--- config.mk ---
export PLATFORM = sky130hd
export DESIGN_NAME = inst_fetch_flat
export DESIGN_NICKNAME = d
export VERILOG_FILES = /design/src/rtl/beta_pkg.sv /design/src/rtl/inst_fetch_if.sv /design/src/rtl/inst_fetch_pc_next_mux.sv /design/src/rtl/inst_fetch.sv /design/src/flat_wrapper.sv
export SDC_FILE = /design/constraint.sdc
export NUM_CORES = 1
export LEC_CHECK = 0
export CAP_MARGIN = 25
export CELL_PAD_IN_SITES_DETAIL_PLACEMENT = 0
export CELL_PAD_IN_SITES_GLOBAL_PLACEMENT = 2
export CORE_ASPECT_RATIO = 2
export CORE_MARGIN = 2
export CORE_UTILIZATION = 21
export CTS_CLUSTER_SIZE = 12
export DETAILED_ROUTE_END_ITERATION = 12
export PLACE_DENSITY = 0.8
export SLEW_MARGIN = 0
export SYNTH_ARGS = -nofsm -noshare
export SYNTH_HDL_FRONTEND = slang
export SYNTH_SLANG_ARGS = --single-unit
export TNS_END_PERCENT = 100
--- constraint.sdc ---
create_clock -name clk -period 2 [get_ports clk]
set_clock_uncertainty 0.05 [all_clocks]
set_input_delay 0.2 -clock clk [delete_from_list [all_inputs] [get_ports clk]]
set_output_delay 0.2 -clock clk [all_outputs]
set_load 0.01 [all_outputs]
--- src/rtl/beta_pkg.sv ---
// Shared constants and types for the Beta fetch stage: redirect encodings,
// trap/interrupt vectors, injected instruction words and the fetch FSM state type.
package beta_pkg;

    localparam logic [1:0] SEL_BR    = 2'd0;
    localparam logic [1:0] SEL_JMP   = 2'd1;
    localparam logic [1:0] SEL_ILLOP = 2'd2;
    localparam logic [1:0] SEL_XADR  = 2'd3;

    localparam logic [31:0] RESET_VEC = 32'h8000_0000;
    localparam logic [31:0] ILLOP_VEC = 32'h8000_0004;
    localparam logic [31:0] XADR_VEC  = 32'h8000_0008;

    localparam logic [31:0] NOP_INST = 32'h0000_0000;
    localparam logic [31:0] IRQ_INST = 32'h77DF_0000;

    typedef enum logic [1:0] {
        BOOT  = 2'd0,
        RUN   = 2'd1,
        STALL = 2'd2
    } state_t;

endpackage

--- src/rtl/inst_fetch_if.sv ---
// Fetch-stage bus: instruction memory port, IR hand-off to decode, redirects
// from execute and the interrupt request. master = fetch stage side.
interface inst_fetch_if;
    logic [31:0] imem_adr;
    logic [31:0] imem_data;
    logic        id_ready;
    logic [31:0] ir;
    logic [31:0] ir_pc;
    logic        ir_valid;
    logic        redirect;
    logic [1:0]  redirect_sel;
    logic [31:0] redirect_tgt;
    logic        irq;
    logic [31:0] pc;

    modport master (
        output imem_adr, ir, ir_pc, ir_valid, pc,
        input  imem_data, id_ready, redirect, redirect_sel, redirect_tgt, irq
    );

    modport slave (
        input  imem_adr, ir, ir_pc, ir_valid, pc,
        output imem_data, id_ready, redirect, redirect_sel, redirect_tgt, irq
    );
endinterface

--- src/rtl/inst_fetch_pc_next_mux.sv ---
// Next-PC selection for the fetch stage, including the rule that the
// supervisor bit (pc[31]) may be cleared by JMP but never set by user code.
module pc_next_mux
    import beta_pkg::*;
(
    input  logic [31:0] pc,
    input  logic        redirect,
    input  logic [1:0]  redirect_sel,
    input  logic [31:0] redirect_tgt,
    input  logic        irq_take,
    input  logic        fetch,
    output logic [31:0] pc_plus4,
    output logic [31:0] pc_next
);

    // Targets are word aligned, so the low two target bits never reach pc.
    logic unused_tgt_bits;
    assign unused_tgt_bits = ^redirect_tgt[1:0];

    always_comb begin
        // Increment stays inside bits [30:0] so the supervisor bit survives a wrap.
        pc_plus4 = {pc[31], pc[30:0] + 31'd4};
        pc_next  = pc;
        if (redirect) begin
            case (redirect_sel)
                SEL_BR:    pc_next = {pc[31], redirect_tgt[30:2], 2'b00};
                SEL_JMP:   pc_next = {pc[31] & redirect_tgt[31], redirect_tgt[30:2], 2'b00};
                SEL_ILLOP: pc_next = ILLOP_VEC;
                default:   pc_next = XADR_VEC;
            endcase
        end else if (irq_take) begin
            pc_next = XADR_VEC;
        end else if (fetch) begin
            pc_next = pc_plus4;
        end
    end

endmodule

--- src/rtl/inst_fetch.sv ---
// Beta fetch stage: PC register, IR capture with valid/ready to decode,
// redirects, interrupt injection. Define IFETCH_PERF_CNT_EN for perf counters.
module inst_fetch
    import beta_pkg::*;
(
    input  logic          clk,
    input  logic          reset,
    inst_fetch_if.master  bus
`ifdef IFETCH_PERF_CNT_EN
    ,
    output logic [31:0]   perf_fetch,
    output logic [31:0]   perf_stall
`endif
);

    state_t      state_reg, state_next;
    logic [31:0] pc_reg;
    logic [31:0] ir_reg;
    logic [31:0] ir_pc_reg;
    logic        ir_valid_reg;

    logic        adv;
    logic        redirect_take;
    logic        irq_take;
    logic        fetch;
    logic        stall;
    logic [31:0] pc_plus4;
    logic [31:0] pc_next;

    // The BOOT cycle ignores everything; after it, redirects win over irq and fetch.
    always_comb begin
        adv           = (state_reg != BOOT) && (!ir_valid_reg || bus.id_ready);
        redirect_take = (state_reg != BOOT) && bus.redirect;
        irq_take      = adv && bus.irq && !pc_reg[31] && !redirect_take;
        fetch         = adv && !redirect_take && !irq_take;
        stall         = (state_reg != BOOT) && ir_valid_reg && !bus.id_ready && !redirect_take;
        state_next    = stall ? STALL : RUN;
    end

    pc_next_mux u_pc_next_mux (
        .pc           (pc_reg),
        .redirect     (redirect_take),
        .redirect_sel (bus.redirect_sel),
        .redirect_tgt (bus.redirect_tgt),
        .irq_take     (irq_take),
        .fetch        (fetch),
        .pc_plus4     (pc_plus4),
        .pc_next      (pc_next)
    );

    always_ff @(posedge clk) begin
        if (reset) begin
            state_reg    <= BOOT;
            pc_reg       <= RESET_VEC;
            ir_reg       <= NOP_INST;
            ir_pc_reg    <= 32'h0;
            ir_valid_reg <= 1'b0;
        end else begin
            state_reg <= state_next;
            pc_reg    <= pc_next;
            if (redirect_take) begin
                // Squash the wrong-path instruction; ir_pc keeps its last value.
                ir_reg       <= NOP_INST;
                ir_valid_reg <= 1'b0;
            end else if (irq_take) begin
                ir_reg       <= IRQ_INST;
                ir_pc_reg    <= pc_plus4;
                ir_valid_reg <= 1'b1;
            end else if (fetch) begin
                ir_reg       <= bus.imem_data;
                ir_pc_reg    <= pc_plus4;
                ir_valid_reg <= 1'b1;
            end
        end
    end

`ifdef IFETCH_PERF_CNT_EN
    logic [31:0] perf_fetch_reg;
    logic [31:0] perf_stall_reg;

    // A stall cycle is one where a live IR is held because decode is not ready.
    always_ff @(posedge clk) begin
        if (reset) begin
            perf_fetch_reg <= 32'h0;
            perf_stall_reg <= 32'h0;
        end else begin
            if (irq_take || fetch) perf_fetch_reg <= perf_fetch_reg + 32'd1;
            if (stall)             perf_stall_reg <= perf_stall_reg + 32'd1;
        end
    end

    assign perf_fetch = perf_fetch_reg;
    assign perf_stall = perf_stall_reg;
`endif

    assign bus.imem_adr = {1'b0, pc_reg[30:0]};
    assign bus.ir       = ir_reg;
    assign bus.ir_pc    = ir_pc_reg;
    assign bus.ir_valid = ir_valid_reg;
    assign bus.pc       = pc_reg;

endmodule

--- src/flat_wrapper.sv ---
// flat-port wrapper written by rule: the top's interface ports become plain ports
module inst_fetch_flat import beta_pkg::*;
  (clk, reset, bus_imem_adr, bus_ir, bus_ir_pc, bus_ir_valid, bus_pc, bus_imem_data, bus_id_ready, bus_redirect, bus_redirect_sel, bus_redirect_tgt, bus_irq);
  inst_fetch_if bus_i ();
  input  logic clk;
  input  logic reset;
  output wire logic [$bits(bus_i.imem_adr)-1:0] bus_imem_adr;
  output wire logic [$bits(bus_i.ir)-1:0] bus_ir;
  output wire logic [$bits(bus_i.ir_pc)-1:0] bus_ir_pc;
  output wire logic [$bits(bus_i.ir_valid)-1:0] bus_ir_valid;
  output wire logic [$bits(bus_i.pc)-1:0] bus_pc;
  input wire logic [$bits(bus_i.imem_data)-1:0] bus_imem_data;
  input wire logic [$bits(bus_i.id_ready)-1:0] bus_id_ready;
  input wire logic [$bits(bus_i.redirect)-1:0] bus_redirect;
  input wire logic [$bits(bus_i.redirect_sel)-1:0] bus_redirect_sel;
  input wire logic [$bits(bus_i.redirect_tgt)-1:0] bus_redirect_tgt;
  input wire logic [$bits(bus_i.irq)-1:0] bus_irq;
  assign bus_imem_adr = bus_i.imem_adr;
  assign bus_ir = bus_i.ir;
  assign bus_ir_pc = bus_i.ir_pc;
  assign bus_ir_valid = bus_i.ir_valid;
  assign bus_pc = bus_i.pc;
  assign bus_i.imem_data = bus_imem_data;
  assign bus_i.id_ready = bus_id_ready;
  assign bus_i.redirect = bus_redirect;
  assign bus_i.redirect_sel = bus_redirect_sel;
  assign bus_i.redirect_tgt = bus_redirect_tgt;
  assign bus_i.irq = bus_irq;
  inst_fetch u_core (.clk(clk), .reset(reset), .bus(bus_i));
endmodule
==> results.tsv, run 1 <==
stage	metric	value	unit
grt	grt_util_met1	0.189	
hold_path	min_from	reset	
critical_path	r2r_end	u_core.bus.pc[24]$_SDFFE_PP0P_	
cells_and_area	mostFrequentLayoutCells	clkdlybuf4s50_1, dfxtp_1, nor2_1, nand2_1, buf_4	
critical_path	cp-end-kind	register	
grt	use_met3	0.0362	
detailed_routing	dr.pass1.iters	4	
synth	yosysUniqueCellTypes	54	
critical_path	reg2reg_depth	6	
grt	grt_use_met2	0.218	
hold_path	hold_depth	3	
critical_path	arrival	2.08	ns
synth	ys.flop_type	dfxtp_1	
synth	synth_edf_count	0	
placed_design	dp_hpwl	12.1	mm
critical_path	crit_fanout	3	
grt	grt_max_degree	64	
floorplanning	fp.dieH	214	um
power_and_ir_drop	ir_worst_vdd	0.491	mV
cells_and_area	drive_above_1_share	0.136	
cells_and_area	final_common_cell	clkdlybuf4s50_1	
detailed_routing	final_antenna_net_count	0	
grt	overflow	0	
power_and_ir_drop	p_switching	0.00135	W
timing	grt_setup_unrepaired	no	
synth	ys_seq_area_frac	0.410	
critical_path	reg2reg_slack	0.10	ns
cts	htreeDepth	3	
timing	hold_slack	0.0792	ns
detailed_routing	wl	16.4	mm
cells_and_area	largest_reg_flops	32	
cells_and_area	nets	826	
grt	grt_use_total	0.140	
floorplanning	die_area	23400	um2
hold_path	holdCritPathClass	in -> reg	
placed_design	gp_congestion	0.810	
detailed_routing	wire_per_inst	15.8	um
power_and_ir_drop	seqPwrFrac	0.425	
synth	ys_ff_latch	95	
synth	yosysWarnings	0	
floorplanning	rows	77	
detailed_routing	drc	0	
grt	antenna_found_initial	0	
hold_path	hold_path_end	u_core.bus.pc[31]$_SDFFE_PP1P_	
power_and_ir_drop	leakage	2.62	nW
grt	grt_pass1_wl	25.4	mm
detailed_routing	drt_iter0_drc	198	
critical_path	cp-start-kind	register	
grt	grt.busiest_layer	met2	
placed_design	io_buffers	190	
critical_path	required	2.18	ns
cts	worst_skew_pair.late_latency	0.35	ns
power_and_ir_drop	comb_power_share	0.204	
power_and_ir_drop	p_per_area	660	nW/um2
power_and_ir_drop	total_power	0.00485	W
floorplanning	die_w	109	um
timing	post-route-min-period	1.90	ns
timing	max_freq	527	MHz
cts	cts_buffer_depth	2	
run	maxCapViolCount	0	
cells_and_area	area_growth_syn_to_layout	58.3	%
timing	final_hold_viol_count	0	
timing	setup_tns	0	ns
detailed_routing	viasPerCell	4.59	
timing	worst_pin_slew	0.568	ns
floorplanning	coreArea	21900	um2
power_and_ir_drop	internal_power	0.00350	W
synth	synth.avg_cell_area	8.29	um2
timing	drv_slew	0	
floorplanning	io_pins	200	
timing	setup-violations-final	0	
critical_path	path_class	reg -> reg	
cts	cts_tree	built	
synth	synthCells	560	
status	status	complete, no violations	
synth	synthArstFlopShare	0	
synth	netlist_area	4640	um2
timing	period_share	0.949	
floorplanning	initial_utilization	0.212	
critical_path	reg2reg_from	u_core.bus.pc[2]$_SDFFE_PP0P_	
detailed_routing	vias	4752	
cells_and_area	diodes	0	
power_and_ir_drop	netSwitchingFraction	0.278	
power_and_ir_drop	p_clk_frac	0.371	
cts	clk_pin_slew	0.08	ns
grt	grt_pass1_vias	4596	
cts	cts_buffers	9	
cts	clock_sinks	95	
timing	relSlewSlack	0.618	
cts	cts_setup_buffers	0	
cts	cts_root_buf	clkbuf_16	
## power by group through the flow
stage	clock network (W)	registers [W]	logic, W
2_1_floorplan	0	0.00216	0.000382
3_3_place_gp	0	0.00210	0.000990
3_5_place_dp	0	0.00210	0.000995
4_1_cts	0.00186	0.00206	0.00100
5_1_grt	0.00191	0.00208	0.00108
6_report	0.00180	0.00206	0.000988
## per-stage QoR
| stage | worst slack [ns] | std cells | utilization | area, um2 |
|---|---|---|---|---|
| 4_1_cts | 0.0937 | 1035 | 0.336 | 7340 |
| 3_3_place_gp | -0.127 | 1019 | 0.322 | 7040 |
| 3_5_place_dp | -0.222 | 1019 | 0.322 | 7040 |
| 5_1_grt | 0.0108 | 1035 | 0.336 | 7350 |
| 6_report | 0.102 | 1035 | 0.336 | 7350 |
| 2_1_floorplan | 0.0460 | 566 | - | 4670 |
## area by class of cell
type	instances	area, um2
clock buffers	9	225
clock inverters	7	71.3
fillers	2299	14500
inverters	4	15.0
multi-input cells	390	2350
flip-flops and latches	95	1900
well taps	276	345
repair buffers	254	2440
## cells in the mapped netlist (all sizes together) (5+ instances only)
master | n | area (um2)
dfxtp | 95 | 1900
o22ai | 21 | 131
nor3 | 8 | 40.0
mux2i | 5 | 50.1
xor2 | 14 | 123
and4 | 6 | 53.8
nand2 | 63 | 236
a32o | 8 | 80.1
nand4 | 11 | 98.8
xnor2 | 13 | 114
nor4 | 7 | 88.8
nor2 | 69 | 262
and3 | 5 | 32.5
a31oi | 8 | 50.1
nand3 | 17 | 90.1
a21oi | 34 | 170
or3 | 6 | 42.5
buf | 41 | 295
clkbuf | 36 | 139
o21ai | 21 | 105
a22oi | 6 | 45.0
a211oi | 29 | 223
## worst max-delay path: stages, from the launching register on
cell and delay (ns):
dfxtp_2 0.35, ha_2 0.20, nand4_1 0.13, or3_4 0.39, nor4_4 0.35, mux2i_1 0.22
o22ai_1 0.09
## routing by layer
metal  share of wire  up-vias
met1            0.46     2211
met4           0.013        0
li1                -     2356
met3           0.077       13
met5               0        -
met2            0.45      172
## what timing repair did
action	in CTS	in global routing
pin swaps	0	1
setup endpoints to repair	1	3
hold buffers	0	0
gates resized for setup	1	2
gates cloned	0	0
## worst max path at each step
| stage | from | to | slack (ns) | depth (start not counted) |
|---|---|---|---|---|
| floorplan | u_core.bus.pc[2]$_SDFFE_PP0P_ | u_core.bus.pc[24]$_SDFFE_PP0P_ | 0.05 | 6 |
| global placement | bus_id_ready | u_core.bus.pc[7]$_SDFFE_PP0P_ | -0.13 | 6 |
| detailed placement | bus_id_ready | u_core.bus.pc[7]$_SDFFE_PP0P_ | -0.22 | 6 |
| CTS | u_core.bus.pc[2]$_SDFFE_PP0P_ | u_core.bus.pc[24]$_SDFFE_PP0P_ | 0.09 | 6 |
| global route | u_core.bus.pc[2]$_SDFFE_PP0P_ | u_core.bus.pc[16]$_SDFFE_PP0P_ | 0.01 | 8 |
| finish | u_core.bus.pc[2]$_SDFFE_PP0P_ | u_core.bus.pc[24]$_SDFFE_PP0P_ | 0.10 | 6 |
## cell families after synthesis
logic type | count (synthesis) | share of synthesized area
simple gates | 208 | 0.227
buf+inv | 81 | 0.0967
mux | 5 | 0.0108
compound gates | 142 | 0.202
flops | 95 | 0.410
xor+xnor | 27 | 0.0509
fa+ha+maj | 1 | 0.00269
other cells | 1 | 0.000808
Power figures use the tool's default switching activity.
==> run 2, diff against run 1 <==
HOLD_SLACK_MARGIN = 0.03   (was not set)
PLACE_DENSITY = not set   (was 0.8)
PLACE_DENSITY_LB_ADDON = 0.25   (was not set)
==> run 2 against run 1 <==
  * Sequential cell count unchanged
  * Largest power group unchanged
  * First-iteration DRC count down 11%
  * Count of clock-buffer cells in the layout up 2
  * Combinational power about the same
  * Critical endpoint is now u_core.bus.pc[12]$_SDFFE_PP0P_
  * Register-to-register slack worse by 0.02 ns
  * Largest cell class unchanged
  * Utilization up 0.33 points
==> results.tsv, run 2 (synthesis gave the netlist of run 1 again) <==
stage	metric	value	unit
timing	setup-violations-final	0	
critical_path	cp-start-kind	register	
timing	max_freq	520	MHz
cells_and_area	final_common_cell	clkdlybuf4s50_1	
cts	ctsHoldBuffers	0	
critical_path	path_class	reg -> reg	
detailed_routing	wl	17.1	mm
grt	use_met3	0.0304	
placed_design	pre_cts_ws	-0.0779	ns
power_and_ir_drop	netSwitchingFraction	0.270	
cts	cts_buffer_depth	2	
placed_design	dp.cells	1024	
cts	cts_buffers	9	
timing	relSlewSlack	0.638	
detailed_routing	viasPerCell	4.53	
grt	grt_pass1_vias	4755	
critical_path	required	2.19	ns
floorplanning	io_pins	200	
cts	clk_pin_slew	0.07	ns
timing	period_share	0.961	
cells_and_area	instances_no_fill	1040	
floorplanning	die_w	109	um
critical_path	slowest_delay	0.37	ns
critical_path	slowest_stage	nor2_1	
timing	worst_pin_slew	0.542	ns
grt	grt_use_total	0.148	
cells_and_area	largest_reg_flops	32	
cells_and_area	nets	831	
placed_design	gp_congestion	0.742	
timing	final_hold_viol_count	0	
critical_path	cp_cell_sequence	ha_2, nand4_1, nor2_1, buf_4, and3_2, o21ai_0, a32o_1	
floorplanning	die_area	23400	um2
power_and_ir_drop	p_switching	0.00132	W
run	maxCapViolCount	0	
floorplanning	initial_utilization	0.212	
grt	antenna_found_initial	0	
floorplanning	coreArea	21900	um2
cts	worst_skew_pair.late_latency	0.34	ns
power_and_ir_drop	seqPwrFrac	0.421	
detailed_routing	dr.pass1.iters	5	
cts	htreeDepth	3	
floorplanning	fp.dieH	214	um
placed_design	dp_hpwl	12.7	mm
cts	cts_tree	built	
power_and_ir_drop	leakage	2.67	nW
timing	post-route-min-period	1.92	ns
timing	grt_setup_unrepaired	yes	
critical_path	cp-end-kind	register	
detailed_routing	drt_iter0_drc	176	
grt	grt_util_met1	0.192	
grt	grt_max_degree	40	
critical_path	arrival	2.11	ns
critical_path	crit_fanout	3	
hold_path	holdCritPathClass	in -> reg	
detailed_routing	final_antenna_net_count	0	
power_and_ir_drop	internal_power	0.00357	W
status	status	complete, no violations	
detailed_routing	wire_per_inst	16.4	um
cts	clock_sinks	95	
grt	overflow	0	
grt	grt.busiest_layer	met2	
timing	setup_tns	0	ns
timing	setup_ws	0.0776	ns
power_and_ir_drop	p_clk_frac	0.374	
cells_and_area	final_util	0.339	
cells_and_area	drive_above_1_share	0.144	
cells_and_area	mostFrequentLayoutCells	clkdlybuf4s50_1, dfxtp_1, nor2_1, nand2_1, buf_4	
detailed_routing	drc	0	
grt	grt_pass1_wl	26.6	mm
cells_and_area	diodes	0	
placed_design	io_buffers	190	
timing	drv_slew	0	
grt	grt_use_met2	0.247	
power_and_ir_drop	comb_power_share	0.205	
cts	cts_root_buf	clkbuf_16	
detailed_routing	vias	4716	
floorplanning	rows	77	
cells_and_area	area_growth_syn_to_layout	59.8	%
power_and_ir_drop	p_per_area	659	nW/um2
power_and_ir_drop	ir_worst_vdd	0.417	mV
-- run 2: cell types whose count changed in the layout (fill, tap and decap cells not counted), moves of 2 or more --
cell	previous run	this run
clkbuf_8	0	2
buf_4	59	63
inv_6	2	0
nor3_1	7	5
-- run 2: layer usage --
metal / vias to the layer above / routed length (um)
met2: 163 / 8160
met1: 2180 / 7660
met3: 9 / 1090
li1: 2364 / -
met4: 0 / 165
met5: - / 0
-- run 2: area by class of cell --
type                    instances  area (um2)
clock inverters                 5        56.3
multi-input cells             390        2360
inverters                       4        15.0
repair buffers                259        2490
clock buffers                  11         253
fillers                      2336       14400
flip-flops and latches         95        1900
well taps                     276         345
-- run 2: timing repair --
item	in CTS	in global routing
setup buffers	0	0
setup endpoints to repair	0	12
gates resized for setup	0	4
endpoints found under the hold margin	0	0
-- run 2: stage by stage --
step / power (W) / hold slack [ns] / instance area (um2)
3_5_place_dp: 0.00312 / 0.399 / 7090
4_1_cts: 0.00498 / 0.191 / 7400
3_3_place_gp: 0.00312 / 0.392 / 7090
5_1_grt: 0.00513 / 0.223 / 7420
6_report: 0.00489 / 0.206 / 7420
2_1_floorplan: 0.00254 / 0.286 / 4670
-- run 2: final timing paths --
kind	startpoint	end	slack (ns)	cells past startpoint
min	reset	u_core.bus.pc[31]$_SDFFE_PP1P_	0.21	4
max reg2reg	u_core.bus.pc[2]$_SDFFE_PP0P_	u_core.bus.pc[12]$_SDFFE_PP0P_	0.08	7
min reg2reg	u_core.bus.ir[1]$_SDFFE_PP0N_	u_core.bus.ir[1]$_SDFFE_PP0N_	0.40	2
max	u_core.bus.pc[2]$_SDFFE_PP0P_	u_core.bus.pc[12]$_SDFFE_PP0P_	0.08	7
-- run 2: critical path, delay by kind of cell (launching register included) --
family	cells	cell delay [ns]
AO/OA/AOI/OAI	2	0.34
adder cells (fa/ha/maj)	1	0.19
flip-flops	1	0.33
AND/OR/NAND/NOR	3	0.73
buffers and inverters	1	0.19
-- run 2: power by group through the flow --
stage | Clock, W | Sequential [W] | Combinational, W
2_1_floorplan | 0 | 0.00216 | 0.000382
3_3_place_gp | 0 | 0.00210 | 0.00102
3_5_place_dp | 0 | 0.00210 | 0.00102
4_1_cts | 0.00190 | 0.00206 | 0.00102
5_1_grt | 0.00196 | 0.00207 | 0.00110
6_report | 0.00183 | 0.00206 | 0.00100
==> run 3, diff against run 2 <==
CORE_UTILIZATION = 31   (was 21)
DONT_BUFFER_PORTS = 1   (was not set)
HOLD_SLACK_MARGIN = not set   (was 0.03)
==> run 3 against run 2 <==
  * Combinational power fell by 37%
  * Count of clock-buffer cells in the layout rose by 2
  * Sequential power rose by 2%
  * Utilization rose by 5.3 points
  * Via count fell by 11%
  * First-iteration DRC count rose by 12%
  * Worst setup slack got worse by 0.0059 ns
  * Largest power group unchanged
==> results.tsv, run 3 (synthesis gave the netlist of run 1 again) <==
stage	metric	value	unit
critical_path	reg2reg_depth	7	
critical_path	crit_fanout	8	
critical_path	slowest_stage	dfxtp_2	
critical_path	path_class	reg -> reg	
detailed_routing	wl	15.6	mm
floorplanning	initial_utilization	0.315	
timing	drv_slew	0	
detailed_routing	wl_met2	8.56	mm
critical_path	crit_family	simple AND/OR/NAND/NOR gates	
timing	post-route-min-period	1.93	ns
critical_path	cp-start-kind	register	
critical_path	slowest_delay	0.36	ns
cts	cts_buffers	9	
grt	grt_max_degree	54	
critical_path	crit_top_cell	buf_4	
cells_and_area	final_common_cell	dfxtp_1	
placed_design	pre_cts_ws	-0.00820	ns
detailed_routing	vias	4202	
power_and_ir_drop	leakage	2.10	nW
detailed_routing	final_antenna_net_count	0	
cts	cts_tree	built	
grt	antenna_found_initial	1	
cts	clock_sinks	95	
floorplanning	die_w	90.5	um
critical_path	r2r_end	u_core.bus.pc[19]$_SDFFE_PP0P_	
placed_design	io_buffers	0	
cts	worst_skew_pair.late_latency	0.35	ns
cts	cts_buffer_depth	2	
timing	setup_ws	0.0717	ns
critical_path	reg2reg_from	u_core.bus.pc[2]$_SDFFE_PP0P_	
cells_and_area	diodes	0	
hold_path	hold_depth	2	
detailed_routing	top_layer	met5	
critical_path	cp-end-kind	register	
detailed_routing	drt_iter0_drc	197	
critical_path	required	2.23	ns
detailed_routing	drc	0	
floorplanning	die_area	16000	um2
detailed_routing	wire_per_inst	19.5	um
cells_and_area	final_util	0.392	
cells_and_area	drive_above_1_share	0.168	
floorplanning	fp.dieH	177	um
timing	setup-violations-final	0	
critical_path	cp_cell_sequence	buf_4, nand3_2, nor4_4, buf_4, nand3_1, or3_1, a31oi_1	
cells_and_area	mostFrequentLayoutCells	dfxtp_1, nor2_1, nand2_1, buf_4, dlygate4sd3_1	
timing	grt_setup_unrepaired	yes	
floorplanning	rows	63	
cts	htreeDepth	3	
timing	relSlewSlack	0.580	
detailed_routing	wl_met3	1.08	mm
detailed_routing	met1_length	5.65	mm
cells_and_area	nets	674	
grt	overflow	0	
hold_path	hold_path_end	u_core.bus.pc[31]$_SDFFE_PP1P_	
timing	max_freq	519	MHz
floorplanning	io_pins	200	
power_and_ir_drop	p_per_area	788	nW/um2
critical_path	path_buf_inv	2	
critical_path	arrival	2.16	ns
power_and_ir_drop	ir_worst_vdd	0.428	mV
floorplanning	coreArea	14700	um2
cells_and_area	area_growth_syn_to_layout	24.5	%
detailed_routing	dr.pass1.iters	5	
placed_design	dp_hpwl	11.3	mm
timing	period_share	0.964	
timing	final_hold_viol_count	0	
grt	grt_pass1_vias	4298	
cts	clk_pin_slew	0.07	ns
grt	grt_use_total	0.193	
cts	cts_root_buf	clkbuf_16	
detailed_routing	viasPerCell	5.24	
critical_path	reg2reg_slack	0.07	ns
hold_path	min_from	bus_redirect_tgt[31]	
placed_design	gp_congestion	0.816	
hold_path	holdCritPathClass	in -> reg	
status	status	complete, no violations	
grt	grt_pass1_wl	23.9	mm
timing	worst_pin_slew	0.628	ns
cells_and_area	largest_reg_flops	32	
run	maxCapViolCount	0	
-- run 3: worst max-delay path by stage --
| stage | to | from | cells past startpoint |
|---|---|---|---|
| 3_5_place_dp | u_core.bus.ir_pc[22]$_SDFFE_PP0P_ | u_core.bus.pc[2]$_SDFFE_PP0P_ | 7 |
| 6_report | u_core.bus.pc[19]$_SDFFE_PP0P_ | u_core.bus.pc[2]$_SDFFE_PP0P_ | 7 |
| 3_3_place_gp | u_core.bus.ir_pc[22]$_SDFFE_PP0P_ | u_core.bus.pc[2]$_SDFFE_PP0P_ | 7 |
| 5_1_grt | u_core.bus.pc[19]$_SDFFE_PP0P_ | u_core.bus.pc[2]$_SDFFE_PP0P_ | 7 |
| 2_1_floorplan | u_core.bus.pc[24]$_SDFFE_PP0P_ | u_core.bus.pc[2]$_SDFFE_PP0P_ | 6 |
| 4_1_cts | u_core.bus.pc[30]$_SDFFE_PP0P_ | u_core.bus.ir_valid$_SDFFE_PP0P_ | 5 |
-- run 3: area by class of cell --
class / instances / area (um2)
Clock buffer: 13 / 270
Clock inverter: 3 / 40.0
Fill cell: 1532 / 8960
Inverter: 4 / 15.0
Multi-Input combinational cell: 390 / 2370
Sequential cell: 95 / 1900
Tap cell: 195 / 244
Timing Repair Buffer: 102 / 938
-- run 3: what timing repair did --
| action | CTS | global route |
|---|---|---|
| endpoints found under the hold margin | 83 | 0 |
| hold buffers | 42 | 0 |
| resized for setup | 1 | 7 |
| setup endpoints to repair | 1 | 14 |
| pin swaps | 0 | 4 |
| buffers inserted | 0 | 1 |
-- run 3: stage by stage --
stage	power, W	setup TNS, ns	area, um2	std cells	hold slack [ns]
floorplan	0.00254	0	4670	566	0.286
global placement	0.00268	0	4990	743	0.223
detailed placement	0.00269	-0.00820	4990	743	0.226
CTS	0.00461	0	5750	801	0.00206
global route	0.00476	-0.0107	5780	802	0.0207
finish	0.00456	0	5780	802	0.0133
-- run 3: routing by layer --
metal  vias up  GRT usage
met5         -          0
met4         2     0.0731
met3        20     0.0588
met2       150      0.371
met1      1989      0.190
li1       2041          -
-- run 3: where the power goes --
group	total (W)	switching, W	internal [W]
clock	0.00181	0.000744	0.00107
sequential	0.00211	0.000115	0.00200
combinational	0.000632	0.000367	0.000265
